**src/rtl/nnet_result_framer_pkg.sv**
```systemverilog
// Shared types and widths for the neural-net result framer.
// Imported by the interface, the header FIFO and the top.
package nnet_pkg;

    localparam int TUSER_W     = 128;
    localparam int NNET_DATA_W = 16;
    localparam int AXIS_W      = 32;
    localparam int SIZE_W_DEF  = 16;

    typedef enum logic {
        IDLE,
        RUN
    } state_e;

endpackage

```
**src/rtl/nnet_result_framer_if.sv**
```systemverilog
// Header, result and output streams of the framer.
// master = surrounding logic, slave = the framer.
interface nnet_result_framer_if;
    import nnet_pkg::*;

    logic [TUSER_W-1:0] hdr_tdata;
    logic               hdr_tvalid;
    logic               hdr_tready;

    logic [AXIS_W-1:0]  s_axis_tdata;
    logic               s_axis_tvalid;
    logic               s_axis_tready;

    logic [AXIS_W-1:0]  m_axis_tdata;
    logic               m_axis_tlast;
    logic               m_axis_tvalid;
    logic               m_axis_tready;
    logic [TUSER_W-1:0] m_axis_tuser;

    modport master (
        output hdr_tdata, hdr_tvalid,
        input  hdr_tready,
        output s_axis_tdata, s_axis_tvalid,
        input  s_axis_tready,
        input  m_axis_tdata, m_axis_tlast, m_axis_tvalid, m_axis_tuser,
        output m_axis_tready
    );

    modport slave (
        input  hdr_tdata, hdr_tvalid,
        output hdr_tready,
        input  s_axis_tdata, s_axis_tvalid,
        output s_axis_tready,
        output m_axis_tdata, m_axis_tlast, m_axis_tvalid, m_axis_tuser,
        input  m_axis_tready
    );

endinterface

```
**src/rtl/nnet_result_framer_hdr_fifo.sv**
```systemverilog
// Saved-header FIFO: one tuser per input frame still in flight.
// Full/empty come straight from the occupancy register.
module nnet_hdr_fifo
    import nnet_pkg::*;
#(
    parameter int DEPTH_LOG2 = 2
) (
    input  logic               clk,
    input  logic               rst,
    input  logic               clear,
    input  logic               push,
    input  logic [TUSER_W-1:0] din,
    input  logic               pop,
    output logic [TUSER_W-1:0] dout,
    output logic               full,
    output logic               empty
);

    localparam int DEPTH = 1 << DEPTH_LOG2;
    localparam int CW    = DEPTH_LOG2 + 1;

    logic [TUSER_W-1:0]    mem_q [DEPTH];
    logic [DEPTH_LOG2-1:0] wr_q, wr_d;
    logic [DEPTH_LOG2-1:0] rd_q, rd_d;
    logic [CW-1:0]         cnt_q, cnt_d;
    logic                  do_push;
    logic                  do_pop;

    assign full  = (cnt_q == CW'(DEPTH));
    assign empty = (cnt_q == '0);
    assign dout  = mem_q[rd_q];

    // A push against a full FIFO is refused even if a pop frees a slot now
    always_comb begin
        do_push = push && !full;
        do_pop  = pop && !empty;
        wr_d    = wr_q + DEPTH_LOG2'(do_push);
        rd_d    = rd_q + DEPTH_LOG2'(do_pop);
        cnt_d   = cnt_q + CW'(do_push) - CW'(do_pop);
    end

    always_ff @(posedge clk) begin
        if (rst || clear) begin
            wr_q  <= '0;
            rd_q  <= '0;
            cnt_q <= '0;
        end else begin
            wr_q  <= wr_d;
            rd_q  <= rd_d;
            cnt_q <= cnt_d;
        end
    end

    always_ff @(posedge clk) begin
        if (do_push) mem_q[wr_q] <= din;
    end

endmodule

```
**src/rtl/nnet_result_framer.sv**
```systemverilog
// Frames bare HLS results into tlast/tuser-tagged AXI packets.
// Define NNET_FRAMER_PACK_EN to pack two 16-bit results per word.
module nnet_result_framer
    import nnet_pkg::*;
#(
    parameter int HDR_DEPTH_LOG2 = 2,
    parameter int SIZE_W         = SIZE_W_DEF
) (
    input  logic              clk,
    input  logic              reset,
    input  logic              clear,
    input  logic [SIZE_W-1:0] size_out,
    nnet_result_framer_if.slave bus,
    output logic [31:0]       frame_count,
    output logic              err_zero_size
);

    state_e             state_q, state_d;
    logic [SIZE_W-1:0]  size_q, size_d;
    logic [SIZE_W-1:0]  cnt_q, cnt_d;
    logic [TUSER_W-1:0] user_q, user_d;
    logic [AXIS_W-1:0]  data_q, data_d;
    logic               last_q, last_d;
    logic               valid_q, valid_d;
    logic [31:0]        fcnt_q, fcnt_d;
    logic               err_q, err_d;
`ifdef NNET_FRAMER_PACK_EN
    logic [NNET_DATA_W-1:0] half_q, half_d;
    logic                   have_q, have_d;
`endif

    logic                   hdr_pop, hdr_full, hdr_empty;
    logic [TUSER_W-1:0]     hdr_dout;
    logic                   s_ready, s_fire, m_fire;
    logic                   is_last, load, last_loaded;
    logic [NNET_DATA_W-1:0] res;
    logic [AXIS_W-1:0]      word;
    logic                   unused_hi;

    nnet_hdr_fifo #(.DEPTH_LOG2(HDR_DEPTH_LOG2)) u_hdr_fifo (
        .clk   (clk),
        .rst   (reset),
        .clear (clear),
        .push  (bus.hdr_tvalid),
        .din   (bus.hdr_tdata),
        .pop   (hdr_pop),
        .dout  (hdr_dout),
        .full  (hdr_full),
        .empty (hdr_empty)
    );

    assign res       = bus.s_axis_tdata[NNET_DATA_W-1:0];
    assign unused_hi = ^bus.s_axis_tdata[AXIS_W-1:NNET_DATA_W];

    always_comb begin
        state_d = state_q;
        size_d  = size_q;
        cnt_d   = cnt_q;
        user_d  = user_q;
        data_d  = data_q;
        last_d  = last_q;
        valid_d = valid_q;
        fcnt_d  = fcnt_q;
        err_d   = err_q;
        hdr_pop = 1'b0;

        last_loaded = valid_q && last_q;
        s_ready = (state_q == RUN) && (!valid_q || bus.m_axis_tready)
                  && !last_loaded;
        s_fire  = s_ready && bus.s_axis_tvalid;
        m_fire  = valid_q && bus.m_axis_tready;
        is_last = (cnt_q == size_q - SIZE_W'(1));

`ifdef NNET_FRAMER_PACK_EN
        half_d = half_q;
        have_d = have_q;
        // The first half of a pair waits here until its partner arrives
        load   = s_fire && (is_last || have_q);
        word   = have_q ? {half_q, res} : {res, 16'h0000};
        if (s_fire && !load) begin
            half_d = res;
            have_d = 1'b1;
        end
        if (load) have_d = 1'b0;
`else
        load = s_fire;
        word = {16'h0000, res};
`endif

        unique case (state_q)
            IDLE: begin
                if (!hdr_empty) begin
                    if (size_out != '0) begin
                        state_d = RUN;
                        hdr_pop = 1'b1;
                        user_d  = hdr_dout;
                        size_d  = size_out;
                        cnt_d   = '0;
                    end else begin
                        err_d = 1'b1;
                    end
                end
            end
            RUN: begin
                if (m_fire && last_q) begin
                    state_d = IDLE;
                    fcnt_d  = fcnt_q + 32'd1;
                end
            end
            default: state_d = IDLE;
        endcase

        if (s_fire) cnt_d = cnt_q + SIZE_W'(1);

        if (load) begin
            data_d  = word;
            last_d  = is_last;
            valid_d = 1'b1;
        end else if (m_fire) begin
            valid_d = 1'b0;
            last_d  = 1'b0;
        end
    end

    always_ff @(posedge clk) begin
        if (reset || clear) begin
            state_q <= IDLE;
            size_q  <= '0;
            cnt_q   <= '0;
            user_q  <= '0;
            data_q  <= '0;
            last_q  <= 1'b0;
            valid_q <= 1'b0;
            fcnt_q  <= '0;
            err_q   <= 1'b0;
`ifdef NNET_FRAMER_PACK_EN
            half_q  <= '0;
            have_q  <= 1'b0;
`endif
        end else begin
            state_q <= state_d;
            size_q  <= size_d;
            cnt_q   <= cnt_d;
            user_q  <= user_d;
            data_q  <= data_d;
            last_q  <= last_d;
            valid_q <= valid_d;
            fcnt_q  <= fcnt_d;
            err_q   <= err_d;
`ifdef NNET_FRAMER_PACK_EN
            half_q  <= half_d;
            have_q  <= have_d;
`endif
        end
    end

    assign bus.hdr_tready    = !hdr_full;
    assign bus.s_axis_tready = s_ready;
    assign bus.m_axis_tdata  = data_q;
    assign bus.m_axis_tlast  = last_q;
    assign bus.m_axis_tvalid = valid_q;
    assign bus.m_axis_tuser  = user_q;
    assign frame_count       = fcnt_q;
    assign err_zero_size     = err_q;

endmodule

```
**src/flat_wrapper.sv**
```systemverilog
// flat-port wrapper written by rule: the top's interface ports become plain ports
module nnet_result_framer_flat import nnet_pkg::*;
#(
    parameter int HDR_DEPTH_LOG2 = 2,
    parameter int SIZE_W         = SIZE_W_DEF
)
  (clk, reset, clear, size_out, frame_count, err_zero_size, bus_hdr_tdata, bus_hdr_tvalid, bus_hdr_tready, bus_s_axis_tdata, bus_s_axis_tvalid, bus_s_axis_tready, bus_m_axis_tdata, bus_m_axis_tlast, bus_m_axis_tvalid, bus_m_axis_tuser, bus_m_axis_tready);
  nnet_result_framer_if bus_i ();
  input  logic clk;
  input  logic reset;
  input  logic clear;
  input  logic [SIZE_W-1:0] size_out;
  output logic [31:0] frame_count;
  output logic err_zero_size;
  input wire logic [$bits(bus_i.hdr_tdata)-1:0] bus_hdr_tdata;
  input wire logic [$bits(bus_i.hdr_tvalid)-1:0] bus_hdr_tvalid;
  output wire logic [$bits(bus_i.hdr_tready)-1:0] bus_hdr_tready;
  input wire logic [$bits(bus_i.s_axis_tdata)-1:0] bus_s_axis_tdata;
  input wire logic [$bits(bus_i.s_axis_tvalid)-1:0] bus_s_axis_tvalid;
  output wire logic [$bits(bus_i.s_axis_tready)-1:0] bus_s_axis_tready;
  output wire logic [$bits(bus_i.m_axis_tdata)-1:0] bus_m_axis_tdata;
  output wire logic [$bits(bus_i.m_axis_tlast)-1:0] bus_m_axis_tlast;
  output wire logic [$bits(bus_i.m_axis_tvalid)-1:0] bus_m_axis_tvalid;
  output wire logic [$bits(bus_i.m_axis_tuser)-1:0] bus_m_axis_tuser;
  input wire logic [$bits(bus_i.m_axis_tready)-1:0] bus_m_axis_tready;
  assign bus_i.hdr_tdata = bus_hdr_tdata;
  assign bus_i.hdr_tvalid = bus_hdr_tvalid;
  assign bus_hdr_tready = bus_i.hdr_tready;
  assign bus_i.s_axis_tdata = bus_s_axis_tdata;
  assign bus_i.s_axis_tvalid = bus_s_axis_tvalid;
  assign bus_s_axis_tready = bus_i.s_axis_tready;
  assign bus_m_axis_tdata = bus_i.m_axis_tdata;
  assign bus_m_axis_tlast = bus_i.m_axis_tlast;
  assign bus_m_axis_tvalid = bus_i.m_axis_tvalid;
  assign bus_m_axis_tuser = bus_i.m_axis_tuser;
  assign bus_i.m_axis_tready = bus_m_axis_tready;
  nnet_result_framer #(.HDR_DEPTH_LOG2(HDR_DEPTH_LOG2), .SIZE_W(SIZE_W)) u_core (.clk(clk), .reset(reset), .clear(clear), .size_out(size_out), .bus(bus_i), .frame_count(frame_count), .err_zero_size(err_zero_size));
endmodule
```
**config.mk**
```make
export PLATFORM = sky130hd
export DESIGN_NAME = nnet_result_framer_flat
export DESIGN_NICKNAME = d
export VERILOG_FILES = /design/src/rtl/nnet_result_framer_pkg.sv /design/src/rtl/nnet_result_framer_if.sv /design/src/rtl/nnet_result_framer_hdr_fifo.sv /design/src/rtl/nnet_result_framer.sv /design/src/flat_wrapper.sv
export SDC_FILE = /design/constraint.sdc
export NUM_CORES = 1
export LEC_CHECK = 0
export ABC_AREA = 0
export ABC_CLOCK_PERIOD_IN_PS = 17100
export CAP_MARGIN = 5
export CORE_MARGIN = 2
export CORE_UTILIZATION = 50
export CTS_CLUSTER_SIZE = 24
export DETAILED_ROUTE_END_ITERATION = 16
export GPL_TIMING_DRIVEN = 0
export PLACE_DENSITY = 0.76
export RECOVER_POWER = 50
export SYNTH_ARGS = -nofsm -noshare
export SYNTH_HDL_FRONTEND = slang
export SYNTH_SLANG_ARGS = --single-unit
```
**constraint.sdc**
```tcl
create_clock -name clk -period 17.1 [get_ports clk]
set_clock_uncertainty 0.15 [all_clocks]
set_input_delay 2.565 -clock clk [delete_from_list [all_inputs] [get_ports clk]]
set_output_delay 2.565 -clock clk [all_outputs]
set_load 0.05 [all_outputs]
```
# --- Word level (Yosys, flattened, before mapping) ---
# Memory sizes are Yosys's and may differ from the RTL's. A register that Yosys moved wholly into a read port is not among the register bits.
# Index checks and enable logic that the tools add are counted.
totals:
  register_bits: 91
  ram_bits: 512
  in_bits: 182
  out_inout_bits: 197
  mem_count: 1
op_classes:
  addsub: 7
  n_eq_ne: 4
  n_mux: 14
  bitwise_logic: 3
  reduce_logical: 22
memory_table:
  columns: ["name", "words", "width", "rd", "rd_ports_with_merged_regs", "write_ports", "line_no", "rtl"]
  rows:
  - ["u_core.u_hdr_fifo.mem_q", 4, 128, 1, 1, 1, "nnet_result_framer_hdr_fifo.sv:22", "logic [TUSER_W-1:0] mem_q [DEPTH];"]
op_table:
  columns: ["op", "count"]
  rows:
  - ["16-bit 2-to-1 mux", 4]
  - ["32-bit by 1-bit adder with 32-bit output (second input constant)", 1]
  - ["16-bit by 1-bit adder with 16-bit output (second input constant)", 1]
  - ["16-bit == test", 1]
  - ["16-bit nonzero test", 1]
  - ["16-bit by 1-bit subtractor with 16-bit output (second input constant)", 1]
  - ["1-bit 2-to-1 mux", 9]
  - ["3-bit AND reduction", 3]
  - ["1-bit logical AND", 8]
  - ["2-bit by 1-bit adder with 2-bit output", 2]
  - ["1-bit zero test", 4]
  - ["2-bit inequality test (second input constant)", 2]
  - ["2-bit nonzero test", 2]
  - ["3-bit by 1-bit adder with 3-bit output", 1]
  - ["3-bit == test (second input constant)", 1]
  - ["3-bit zero test", 1]
  - ["1-bit inverter", 3]
  - ["3-bit by 1-bit subtractor with 3-bit output", 1]
  - ["1-bit logical OR", 2]
  - ["1-bit case mux with 2 select lines", 1]
  - ["2-bit AND reduction", 1]

# --- Depth between registers and ports, before layout ---
# Gate-level depths: netlist of run 1.
depth:
  word_depth: 7
  mapped_depth: 12
  depth_no_buf: 10

# --- By module ---
# From an unflattened synthesis of run 1, not the netlist that was laid out.
unflattened:
  hier_cells: 1782
  area_unflattened_um2: 27302.4
modules_own_cells:
  columns: ["mod", "n_inst", "cells_per_inst", "area_per_inst_um2", "seq_area_each_um2"]
  rows:
  - ["nnet_hdr_fifo", 1, 705, 18834.3, 15514.9]
  - ["nnet_result_framer", 1, 1077, 8468.1, 4244.1]

# --- Worst setup path after synthesis of run 1 ---
# OpenSTA, ideal clock, no wires.
synth_path:
  path_type: "input to register"
  startpoint: "in bus_hdr_tvalid"
  endpoint: "mem u_core.u_hdr_fifo.mem_q[1][0] (enable)"
  arrival_ns: 12.017
  path_slack_ns: 4.134
  path_stages: 2
  n_path_buf: 0
  cell_sequence: "nand2_1 -> nor3b_1"
synth_between:
  elab_chain_cells: 3
synth_rtl:
  columns: ["element", "line_no", "rtl"]
  rows:
  - ["start, declared", "flat_wrapper.sv:16", "input wire logic [$bits(bus_i.hdr_tvalid)-1:0] bus_hdr_tvalid;"]
  - ["1-bit logical AND", "nnet_result_framer_hdr_fifo.sv:35", "do_push = push && !full;"]
  - ["1-bit 2-to-1 mux", "nnet_result_framer_hdr_fifo.sv:55", "if (do_push) mem_q[wr_q] <= din;"]
  - ["1-bit 2-to-1 mux (implied by the code)", "nnet_result_framer_hdr_fifo.sv:55", null]
  - ["end, declared", "nnet_result_framer_hdr_fifo.sv:22", null]
# No other way between the ends.

# --- Worst setup path after layout of run 1 ---
layout_path:
  startpoint: "in bus_hdr_tvalid"
  endpoint: "mem u_core.u_hdr_fifo.mem_q[3][68] (enable)"
# Same word-level chain as after synthesis.

==> results of run 1 <==
cell type report:
type / instances / area [um^2] / area share
flip-flops and latches: 731 / 19800 / 0.574
multi-input cells: 931 / 6880 / 0.200
repair buffers: 396 / 3920 / 0.114
clock buffers: 115 / 2230 / 0.0648
well taps: 696 / 871 / 0.0253
plain buffers: 107 / 490 / 0.0142
clock inverters: 19 / 199 / 0.00578
diodes: 23 / 57.6 / 0.00167
inverters: 12 / 45.0 / 0.00131
cells in the final DEF (no fill, tap or decap), types with 63 or more instances in the layout:
cell and n:
dlygate4sd3_1 130, a21oi_1 173, dfxtp_1 219, nor2_1 63, clkbuf_16 79, clkdlybuf4s50_1 216, edfxtp_1 512, nand2_1 349
mux4_2 128, clkbuf_1 114
critical path, stage by stage:
cell and delay, ns:
dlygate4sd3_1 0.57, nand2_1 0.15, inv_1 0.11, and3_1 1.27, clkbuf_1 2.74
worst paths after layout:
kind / from / end / cells after the start
max reg2reg: u_core.u_hdr_fifo.cnt_q[1] / u_core.u_hdr_fifo.mem_q[3][68] / 6
min reg2reg: u_core.bus.m_axis_tuser[22] / u_core.bus.m_axis_tuser[22] / 2
max: bus_hdr_tvalid / u_core.u_hdr_fifo.mem_q[3][68] / 5
min: u_core.bus.m_axis_tuser[22] / u_core.bus.m_axis_tuser[22] / 2
metrics by stage:
step / cells / instance area [um^2]
after floorplan: 1781 / 27200
final: 3030 / 34400
after detailed placement: 2873 / 32100
after CTS: 3007 / 34600
after global routing: 3028 / 34400
after global placement: 2823 / 31500
synthesized netlist by cell type, drive strengths merged, types with 4 or more instances:
library cell | count | area (um^2)
edfxtp | 512 | 15400
nand2 | 349 | 1310
dfxtp | 219 | 4380
a21oi | 173 | 866
mux4 | 128 | 2880
clkbuf | 74 | 288
nor2 | 63 | 236
buf | 33 | 203
xor2 | 28 | 245
xnor2 | 24 | 210
nand3 | 23 | 115
o21ai | 15 | 75.1
inv | 12 | 45.0
nor3 | 12 | 60.1
and3 | 9 | 56.3
nand4 | 9 | 62.6
and2 | 8 | 51.3
nor4 | 8 | 56.3
ha | 7 | 87.6
or3 | 7 | 43.8
a31oi | 4 | 25.0
and4 | 4 | 35.0
registers in the layout, indices dropped and copies added, names as in the netlist, 2 cells and up:
register and cells:
u_core.u_hdr_fifo.mem_q 512, u_core.bus.m_axis_tuser 128, u_core.frame_count 32, u_core.bus.m_axis_tdata 16
u_core.cnt_q 16, u_core.size_q 16, u_core.u_hdr_fifo.cnt_q 3, u_core.u_hdr_fifo.rd_q 2
u_core.u_hdr_fifo.wr_q 2
power breakdown:
| part | switching, mW | leakage [nW] | internal (mW) |
|---|---|---|---|
| Sequential | 0.0618 | 6.47 | 2.04 |
| Clock | 0.649 | 1.19 | 0.958 |
| Combinational | 0.826 | 3.50 | 0.434 |
cell families after synthesis:
| group | count (synthesis) |
|---|---|
| DFF | 731 |
| and+or+nand+nor | 514 |
| AOI/OAI and AO/OA | 207 |
| muxes | 134 |
| buffers and inverters | 119 |
| xor gates and xnor gates | 52 |
| adders and majority gates | 8 |
| other | 1 |
layer usage:
layer / vias to the layer above / global-route usage / part of all wire / routed length (um)
li1: 7560 / - / - / -
met1: 8407 / 0.293 / 0.39 / 25800
met2: 616 / 0.391 / 0.50 / 33100
met3: 149 / 0.0609 / 0.076 / 5060
met4: 20 / 0.115 / 0.038 / 2540
met5: - / 0 / 0.0020 / 130
==> results by group, run 1 <==
Min path
  – Worst min path class: register to register

Synthesis
  – Largest family of logic cells by synthesized area: multiplexers
  – Dominant synthesized flop cell: edfxtp_1
  – Post-Synth Simple-Gate Area: 0.0816
  – Post-Syn Instances: 1766
  – Xor/xnor share of the synthesized area: 0.0168
  – Synth warn: 0
  – Syn Area/Cell: 15.4 um^2
  – EDFF count, synth: between 500 and 600
  – Sequential area share after synthesis: 0.729
  – Mapped cell area: approximately 27000 um^2
  – Compound-cell area share of the yosys netlist: 0.0401
  – Post-synthesis mux area share: 0.109
  – Share of flip-flops with an asynchronous set or reset: 0
  – Synth unique cells: 58
  – Synth Area in Adders: 0.00397
  – Seq cells post-synth: 731

STA
  – Slew @ Worst Pin: around 3.8 ns
  – RSZ-0062 raised after global routing: no
  – Top achievable clock speed: 133 MHz
  – Post-route setup TNS: 0 ns
  – Tcrit/Tclk final: 0.441
  – Fin worst setup slack: 9.57 ns
  – Slew Limit Fails: 133
  – Slew margin rel.: -1.54
  – Final hold vios: 0
  – Fin Hold WS: 0.303 ns
  – # setup viols final: 0
  – Period minus WS final: 7.53 ns

Worst setup path
  – Worst setup EP type: register
  – Max FO, Critical Path: 55
  – Critical path class: input pin to register
  – Crit path DAT: 7.50 ns
  – R2R Setup Slk: 11.50 ns
  – Startpoint types: input pin
  – Crit path required time: 17.06 ns

Detailed routing
  – ANT nets after route: 0
  – Via count: 16800
  – Avg WL per Cell: 22.0 um
  – Vias per cell: 5.53
  – Post-Route WL: 66.6 mm
  – Drt drc: 0
  – Router iterations before antenna repair: 5
  – DRT iter0 DRCs: between 1000 and 1500

Place
  – GPL Wtd Cong: 0.855
  – Port Buffer Count: between 300 and 400
  – DP Worst Slack: just over 10 ns
  – DP HPWL: 46.1 mm

Final layout
  – Nets: 2443
  – Final core utilization: 0.641
  – Area grow syn2layout: 27.0%
  – Layout cells sized above 1: 0.135
  – FILL cells: approximately 3800

GRT
  – Antenna violations before repair: 32
  – GRT Total Usage: 0.237
  – Number of global-route vias before repair: 17000
  – Congestion Overflow GR: 0
  – Global-route wire length before repair: 99.3 mm
  – Pin count of the biggest net entering global routing: 56

Floorplan
  – Die X: 237 um
  – Core area: 53700 um^2
  – DIE AREA: 56100 um^2
  – Ports: 379
  – Initial Utilization: 0.505
  – Die height: 237 um
  – Rows: 85

Power
  – Lkg Pwr: between 10 and 15 nW
  – Worst vdd ir: 0.0000993 V
  – Tot Pwr: 4.97 mW
  – Power per cell area: 144 nW/um^2

CTS
  – Setup Fix Bufs, Post-CTS: 0
  – CTS sink count: 731
  – H-tree Lvls: 3
  – CTS Root Cell: clkbuf_16
  – Clk_lat worst skew: ~0.61 ns
  – Hold buffers post-CTS: 0
  – Total CTS buffers: 74
  – CTS tree: done
  – Clock Path Buffers: 3
  – Post-CTS sizing: 0
  – Clk slew on worst S/H paths: 0.06 ns

Outcome
  – Failing checks: max-capacitance violations, max-slew violations
  – Status: finished, violations left

Run
  – Max cap viols: 3
Power figures use the tool's default switching activity.
==> run 2, diff against run 1 <==
--- a/config.mk
+++ b/config.mk
@@ -6,7 +6,7 @@
 export NUM_CORES = 1
 export LEC_CHECK = 0
 export ABC_AREA = 0
-export ABC_CLOCK_PERIOD_IN_PS = 17100
+export ABC_CLOCK_PERIOD_IN_PS = 7500
 export CAP_MARGIN = 5
 export CORE_MARGIN = 2
 export CORE_UTILIZATION = 50
==> constraint.sdc (replaced) <==
create_clock -name clk -period 7.5 [get_ports clk]
set_clock_uncertainty 0.15 [all_clocks]
set_input_delay 1.125 -clock clk [delete_from_list [all_inputs] [get_ports clk]]
set_output_delay 1.125 -clock clk [all_outputs]
set_load 0.05 [all_outputs]
==> results by group, run 2 (synthesized netlist as in run 1, its figures left out) <==
Place
  – GPL Wtd Cong: 0.884 (was 0.855)
  – Port Buffer Count: 346 (unchanged)
  – DP HPWL: 44.2 mm (was 46.1 mm)

Final layout
  – Final core utilization: 0.641 (about the same)
  – FILL cells: 3761 (was 3824)
  – Most common cell after layout, fill and taps aside: edfxtp_1 (unchanged)
  – Top reg by flops: u_core.u_hdr_fifo.mem_q (unchanged)
  – Largest register FFs: 512 (unchanged)
  – Area grow syn2layout: 27.0% (about the same)
  – Layout cells sized above 1: 0.136 (was 0.135)
  – Nets: 2425 (was 2443)
  – Most frequent cells in the layout: 512 x edfxtp_1, 349 x nand2_1, 219 x dfxtp_1 (unchanged)

Worst setup path
  – R2R Setup Slk: 2.82 ns (was 11.50 ns)
  – CP delay by family, top: buffers and inverters (unchanged)
  – Startpoint types: input pin (unchanged)
  – Max stage delay on crit path: 0.85 ns (was 2.74 ns)
  – Critical path, cell by cell: dlygate4sd3_1 -> nand2_1 -> nor3_1 -> clkbuf_1 -> clkbuf_1 -> clkbuf_1 -> clkbuf_1 -> buf_16 (was dlygate4sd3_1 -> nand2_1 -> inv_1 -> and3_1 -> clkbuf_1)
  – CP Depth: 8 (was 5)
  – Max FO, Critical Path: 17 (was 55)
  – Buf+Inv Stages, Crit Path: 6 (was 3)
  – Crit path to: u_core.u_hdr_fifo.mem_q[0][63] (was u_core.u_hdr_fifo.mem_q[3][68])
  – Crit path required time: 7.65 ns (was 17.06 ns)
  – Critical path's most frequent cell: clkbuf_1
  – CP max stage cell: clkbuf_1 (unchanged)
  – Reg-to-reg endpoint: u_core.u_hdr_fifo.mem_q[0][63] (was u_core.u_hdr_fifo.mem_q[3][68])
  – R2R depth: 9 (was 6)
  – Worst r2r src: u_core.u_hdr_fifo.cnt_q[1] (unchanged)
  – Worst setup startpoint: bus_hdr_tvalid (unchanged)
  – Worst setup EP type: register (unchanged)
  – Crit path DAT: 5.30 ns (was 7.50 ns)
  – Critical path class: input pin to register (unchanged)

GRT
  – Antenna violations before repair: 31 (was 32)
  – GRT Total Usage: 0.233 (was 0.237)
  – Pin count of the biggest net entering global routing: 52 (was 56)
  – Congestion Overflow GR: 0 (unchanged)
  – Global-route wire length before repair: 97.9 mm (was 99.3 mm)
  – Number of global-route vias before repair: 16800 (was 17000)

CTS
  – Hold buffers post-CTS: 0 (unchanged)
  – Clk_lat worst skew: 0.60 ns (was 0.61 ns)
  – Clk slew on worst S/H paths: 0.06 ns (about the same)
  – Setup Fix Bufs, Post-CTS: 0 (unchanged)
  – Post-CTS sizing: 0 (unchanged)
  – CTS Root Cell: clkbuf_16 (unchanged)
  – Total CTS buffers: 75 (was 74)
  – Clock Path Buffers: 3 (unchanged)
  – CTS tree: done (unchanged)
  – CTS sink count: 731 (unchanged)
  – H-tree Lvls: 3 (unchanged)

Outcome
  – Failing checks: max-capacitance violations, max-slew violations (unchanged)
  – Status: finished, violations left (unchanged)

STA
  – Slew @ Worst Pin: 2.97 ns (was 3.81 ns)
  – Slew Limit Fails: 46 (was 133)
  – Period minus WS final: 5.15 ns
  – Post-route setup TNS: 0 ns (unchanged)
  – Final hold vios: 0 (unchanged)
  – Tcrit/Tclk final: 0.687
  – Slew margin rel.: -0.985 (was -1.54)
  – Top achievable clock speed: 194 MHz
  – RSZ-0062 raised after global routing: no (unchanged)
  – # setup viols final: 0 (unchanged)

Run
  – Max cap viols: 2 (was 3)

Floorplan
  – Initial Utilization: 0.505 (unchanged)
  – Die X: 237 um (unchanged)
  – Ports: 379 (unchanged)
  – DIE AREA: 56100 um^2 (unchanged)
  – Die height: 237 um (unchanged)
  – Rows: 85 (unchanged)
  – Core area: 53700 um^2 (unchanged)

Detailed routing
  – Avg WL per Cell: 21.6 um (was 22.0 um)
  – DRT iter0 DRCs: 1018 (was 1173)
  – Via count: 16500 (was 16800)
  – Vias per cell: 5.48 (was 5.53)
  – ANT nets after route: 0 (unchanged)
  – Post-Route WL: 65.1 mm (was 66.6 mm)
  – Drt drc: 0 (unchanged)
  – Router iterations before antenna repair: 7 (was 5)

Power
  – Tot Pwr: 11.3 mW (was 4.97 mW)
  – Power per cell area: 330 nW/um^2 (was 144 nW/um^2)
  – Lkg Pwr: 11.1 nW (was 11.2 nW)
  – Worst vdd ir: 0.000243 V (was 0.0000993 V)

Min path
  – Worst min path class: register to register (unchanged)
[run 2: worst reg2reg max path, delay by kind of cell (launching register included)]
kind | cells | cell delay, ns
simple gates | 4 | 0.48
flops | 1 | 0.40
buf+inv | 5 | 3.34
[run 2: through the flow]
step                setup slack, ns  hold WS [ns]  cell area, um^2  std cells
finish                         2.35         0.305            34400       3010
CTS                            2.78         0.308            34700       2991
floorplan                     0.500         0.298            27200       1781
detailed placement             2.14         0.297            32100       2854
global placement              -4.22         0.290            31500       2823
global route                   2.01         0.323            34400       3006
[run 2: area by class of cell]
class                   count  area [um^2]  area share
diodes                     19         47.5     0.00138
plain buffers             107          490      0.0142
clock buffers             108         2280      0.0662
clock inverters            29          243     0.00705
inverters                  12         45.0     0.00131
multi-input cells         931         6880       0.200
flip-flops and latches    731        19800       0.574
well taps                 696          871      0.0253
repair buffers            377         3820       0.111
[run 2: power by group]
group | internal (mW) | total [mW] | switching [mW]
clock | 2.23 | 3.75 | 1.52
sequential | 4.65 | 4.79 | 0.139
combinational | 0.976 | 2.81 | 1.84
total | 7.85 | 11.3 | 3.49
[run 2: worst min-delay path by stage]
| stage | from | to | slack [ns] | cells after the start |
|---|---|---|---|---|
| global route | u_core.bus.m_axis_tuser[126] | u_core.bus.m_axis_tuser[126] | 0.32 | 2 |
| global placement | u_core.bus.m_axis_tdata[8] | u_core.bus.m_axis_tdata[8] | 0.29 | 2 |
| detailed placement | u_core.bus.m_axis_tuser[41] | u_core.bus.m_axis_tuser[41] | 0.30 | 2 |
| CTS | u_core.bus.m_axis_tuser[65] | u_core.bus.m_axis_tuser[65] | 0.31 | 2 |
| finish | u_core.bus.m_axis_tuser[65] | u_core.bus.m_axis_tuser[65] | 0.30 | 2 |
| floorplan | u_core.size_q[15] | u_core.size_q[15] | 0.30 | 2 |
[run 2: per-layer routing]
| metal | vias to the layer above | wire length [um] | track usage | share of wire |
|---|---|---|---|---|
| met5 | - | 149 | 0 | 0.0023 |
| met3 | 140 | 5220 | 0.0674 | 0.080 |
| met1 | 8232 | 25600 | 0.293 | 0.39 |
| met2 | 572 | 32000 | 0.381 | 0.49 |
| met4 | 24 | 2070 | 0.0953 | 0.032 |
| li1 | 7516 | - | - | - |
==> run 3, diff against run 2 <==
--- a/config.mk
+++ b/config.mk
@@ -6,7 +6,7 @@
 export NUM_CORES = 1
 export LEC_CHECK = 0
 export ABC_AREA = 0
-export ABC_CLOCK_PERIOD_IN_PS = 7500
+export ABC_CLOCK_PERIOD_IN_PS = 4900
 export CAP_MARGIN = 5
 export CORE_MARGIN = 2
 export CORE_UTILIZATION = 50
==> constraint.sdc (replaced) <==
create_clock -name clk -period 4.9 [get_ports clk]
set_clock_uncertainty 0.15 [all_clocks]
set_input_delay 0.735 -clock clk [delete_from_list [all_inputs] [get_ports clk]]
set_output_delay 0.735 -clock clk [all_outputs]
set_load 0.05 [all_outputs]
==> results by group, run 3 (synthesized netlist as in run 1, its figures left out) <==
Final layout
  – Layout cells sized above 1: 0.139 (was 0.136)
  – Most common cell after layout, fill and taps aside: edfxtp_1 (unchanged)
  – Nets: 2422 (was 2425)
  – Largest register FFs: 512 (unchanged)
  – Area grow syn2layout: 27.4% (was 27.0%)
  – Multi-input gate area: 6880 um^2 (about the same)
  – Final core utilization: 0.643 (was 0.641)
  – FILL cells: 3718 (was 3761)
  – Most frequent cells in the layout: 512 x edfxtp_1, 348 x nand2_1, 219 x dfxtp_1 (was 512 x edfxtp_1, 349 x nand2_1, 219 x dfxtp_1)
  – Reg area: 19800 um^2 (unchanged)
  – Top reg by flops: u_core.u_hdr_fifo.mem_q (unchanged)
  – Non-filler cells, final: 3001 (was 3010)

Place
  – DP HPWL: 44.4 mm (was 44.2 mm)
  – Placed insts: 2851 (was 2854)
  – GPL Wtd Cong: 0.851 (was 0.884)
  – DP Worst Slack: -0.223 ns (was 2.14 ns)
  – Port Buffer Count: 346 (unchanged)

STA
  – Slew @ Worst Pin: 2.81 ns (was 2.97 ns)
  – Post-route setup TNS: 0 ns (unchanged)
  – Top achievable clock speed: 219 MHz
  – Tcrit/Tclk final: 0.931
  – Period minus WS final: 4.56 ns
  – # setup viols final: 0 (unchanged)
  – Fin worst setup slack: 0.338 ns (was 2.35 ns)
  – Final hold vios: 0 (unchanged)
  – Slew Limit Fails: 127 (was 46)
  – RSZ-0062 raised after global routing: no (unchanged)
  – Slew margin rel.: -0.891 (was -0.985)

CTS
  – Hold buffers post-CTS: 0 (unchanged)
  – CTS tree: done (unchanged)
  – Post-CTS sizing: 0 (unchanged)
  – Setup Fix Bufs, Post-CTS: 0 (unchanged)
  – Clk_lat worst skew: 0.61 ns (was 0.60 ns)
  – Clk slew on worst S/H paths: 0.06 ns (about the same)
  – CTS Root Cell: clkbuf_16 (unchanged)
  – H-tree Lvls: 3 (unchanged)
  – CTS sink count: 731 (unchanged)
  – Clock Path Buffers: 3 (unchanged)
  – Total CTS buffers: 75 (unchanged)

Power
  – Worst vdd ir: 0.000383 V (was 0.000243 V)
  – Power per cell area: 505 nW/um^2 (was 330 nW/um^2)
  – Tot Pwr: 17.5 mW (was 11.3 mW)
  – Lkg Pwr: 11.2 nW (was 11.1 nW)

Worst setup path
  – Crit path DAT: 4.90 ns (was 5.30 ns)
  – Max FO, Critical Path: 11 (was 17)
  – Startpoint types: input pin (unchanged)
  – Worst setup EP type: register (unchanged)
  – Crit path required time: 5.24 ns (was 7.65 ns)
  – Critical path class: input pin to register (unchanged)

Floorplan
  – Core area: 53700 um^2 (unchanged)
  – Rows: 85 (unchanged)
  – Initial Utilization: 0.505 (unchanged)
  – Ports: 379 (unchanged)
  – DIE AREA: 56100 um^2 (unchanged)
  – Die X: 237 um (unchanged)
  – Die height: 237 um (unchanged)

Detailed routing
  – ANT nets after route: 0 (unchanged)
  – DRT iter0 DRCs: 1011 (was 1018)
  – Router iterations before antenna repair: 5 (was 7)
  – Drt drc: 0 (unchanged)
  – Post-Route WL: 65.2 mm (was 65.1 mm)
  – Avg WL per Cell: 21.7 um (was 21.6 um)
  – Vias per cell: 5.44 (was 5.48)
  – Via count: 16300 (was 16500)

GRT
  – Antenna violations before repair: 28 (was 31)
  – Met1 GRT Util: 0.294 (was 0.293)
  – GR peak layer: met2 (unchanged)
  – M2 GR Usage: 0.386 (was 0.381)
  – Global-route wire length before repair: 97.7 mm (was 97.9 mm)
  – Congestion Overflow GR: 0 (unchanged)
  – Met3 usage: 0.0684 (was 0.0674)
  – Number of global-route vias before repair: 16600 (was 16800)
  – GRT Total Usage: 0.232 (was 0.233)
  – Pin count of the biggest net entering global routing: 56 (was 52)

Outcome
  – Status: finished, violations left (unchanged)
  – Failing checks: max-capacitance violations, max-slew violations (unchanged)

Run
  – Max cap viols: 5 (was 2)

Min path
  – Worst min path class: register to register (unchanged)
## run 3: cell types whose count changed in the layout (fill, tap and decap cells not counted), sizes merged
cell / previous run / this run
clkinv: 20 / 15
clkbuf: 197 / 192
diode: 19 / 13
buf: 49 / 56
clkinvlp: 1 / 3
bufinv: 3 / 4
inv: 17 / 14
## run 3: path summary, 6_finish.rpt
| kind | slack, ns | end | start | depth (start not counted) |
|---|---|---|---|---|
| worst max-delay path | 0.34 | u_core.u_hdr_fifo.cnt_q[1] | size_out[2] | 12 |
| worst min-delay path | 0.30 | u_core.bus.m_axis_tuser[121] | u_core.bus.m_axis_tuser[121] | 2 |
| worst max register to register | 0.56 | u_core.u_hdr_fifo.mem_q[3][102] | u_core.u_hdr_fifo.cnt_q[1] | 6 |
| worst min register to register | 0.30 | u_core.bus.m_axis_tuser[121] | u_core.bus.m_axis_tuser[121] | 2 |
## run 3: per-stage QoR
stage,area (um^2),hold WS [ns]
6_report,34600,0.303
5_1_grt,34500,0.319
4_1_cts,34700,0.304
3_5_place_dp,32100,0.297
3_3_place_gp,31500,0.292
2_1_floorplan,27200,0.298
## run 3: routing by layer
metal	part of all wire	vias up	wire length (um)
met5	0.0030	-	195
met4	0.022	30	1410
met3	0.080	112	5230
met2	0.50	536	32300
met1	0.40	8145	26100
li1	-	7509	-
## run 3: report_power, final
part | total (mW) | internal (mW) | switching [mW]
sequential | 7.33 | 7.11 | 0.216
combinational | 4.38 | 1.55 | 2.84
clock | 5.74 | 3.42 | 2.32
## run 3: final cells by class
type | instances | share of cell area
timing repair buffer | 374 | 0.115
clock inverter | 24 | 0.00699
tap | 696 | 0.0252
multi-input combinational | 931 | 0.199
inverter | 12 | 0.00130
clock buffer | 113 | 0.0657
sequential | 731 | 0.572
antenna | 13 | 0.000941
buffer | 107 | 0.0142
## run 3: critical path, cell delays in order
cell           delay [ns]
dlygate4sd3_1        0.77
nor4_1               0.12
nand4_1              0.23
nand2_1              0.33
inv_1                0.18
clkbuf_1             0.84
clkbuf_1             0.55
ha_1                 0.35
inv_1                0.05
ha_1                 0.16
fa_1                 0.42
and2_1               0.15
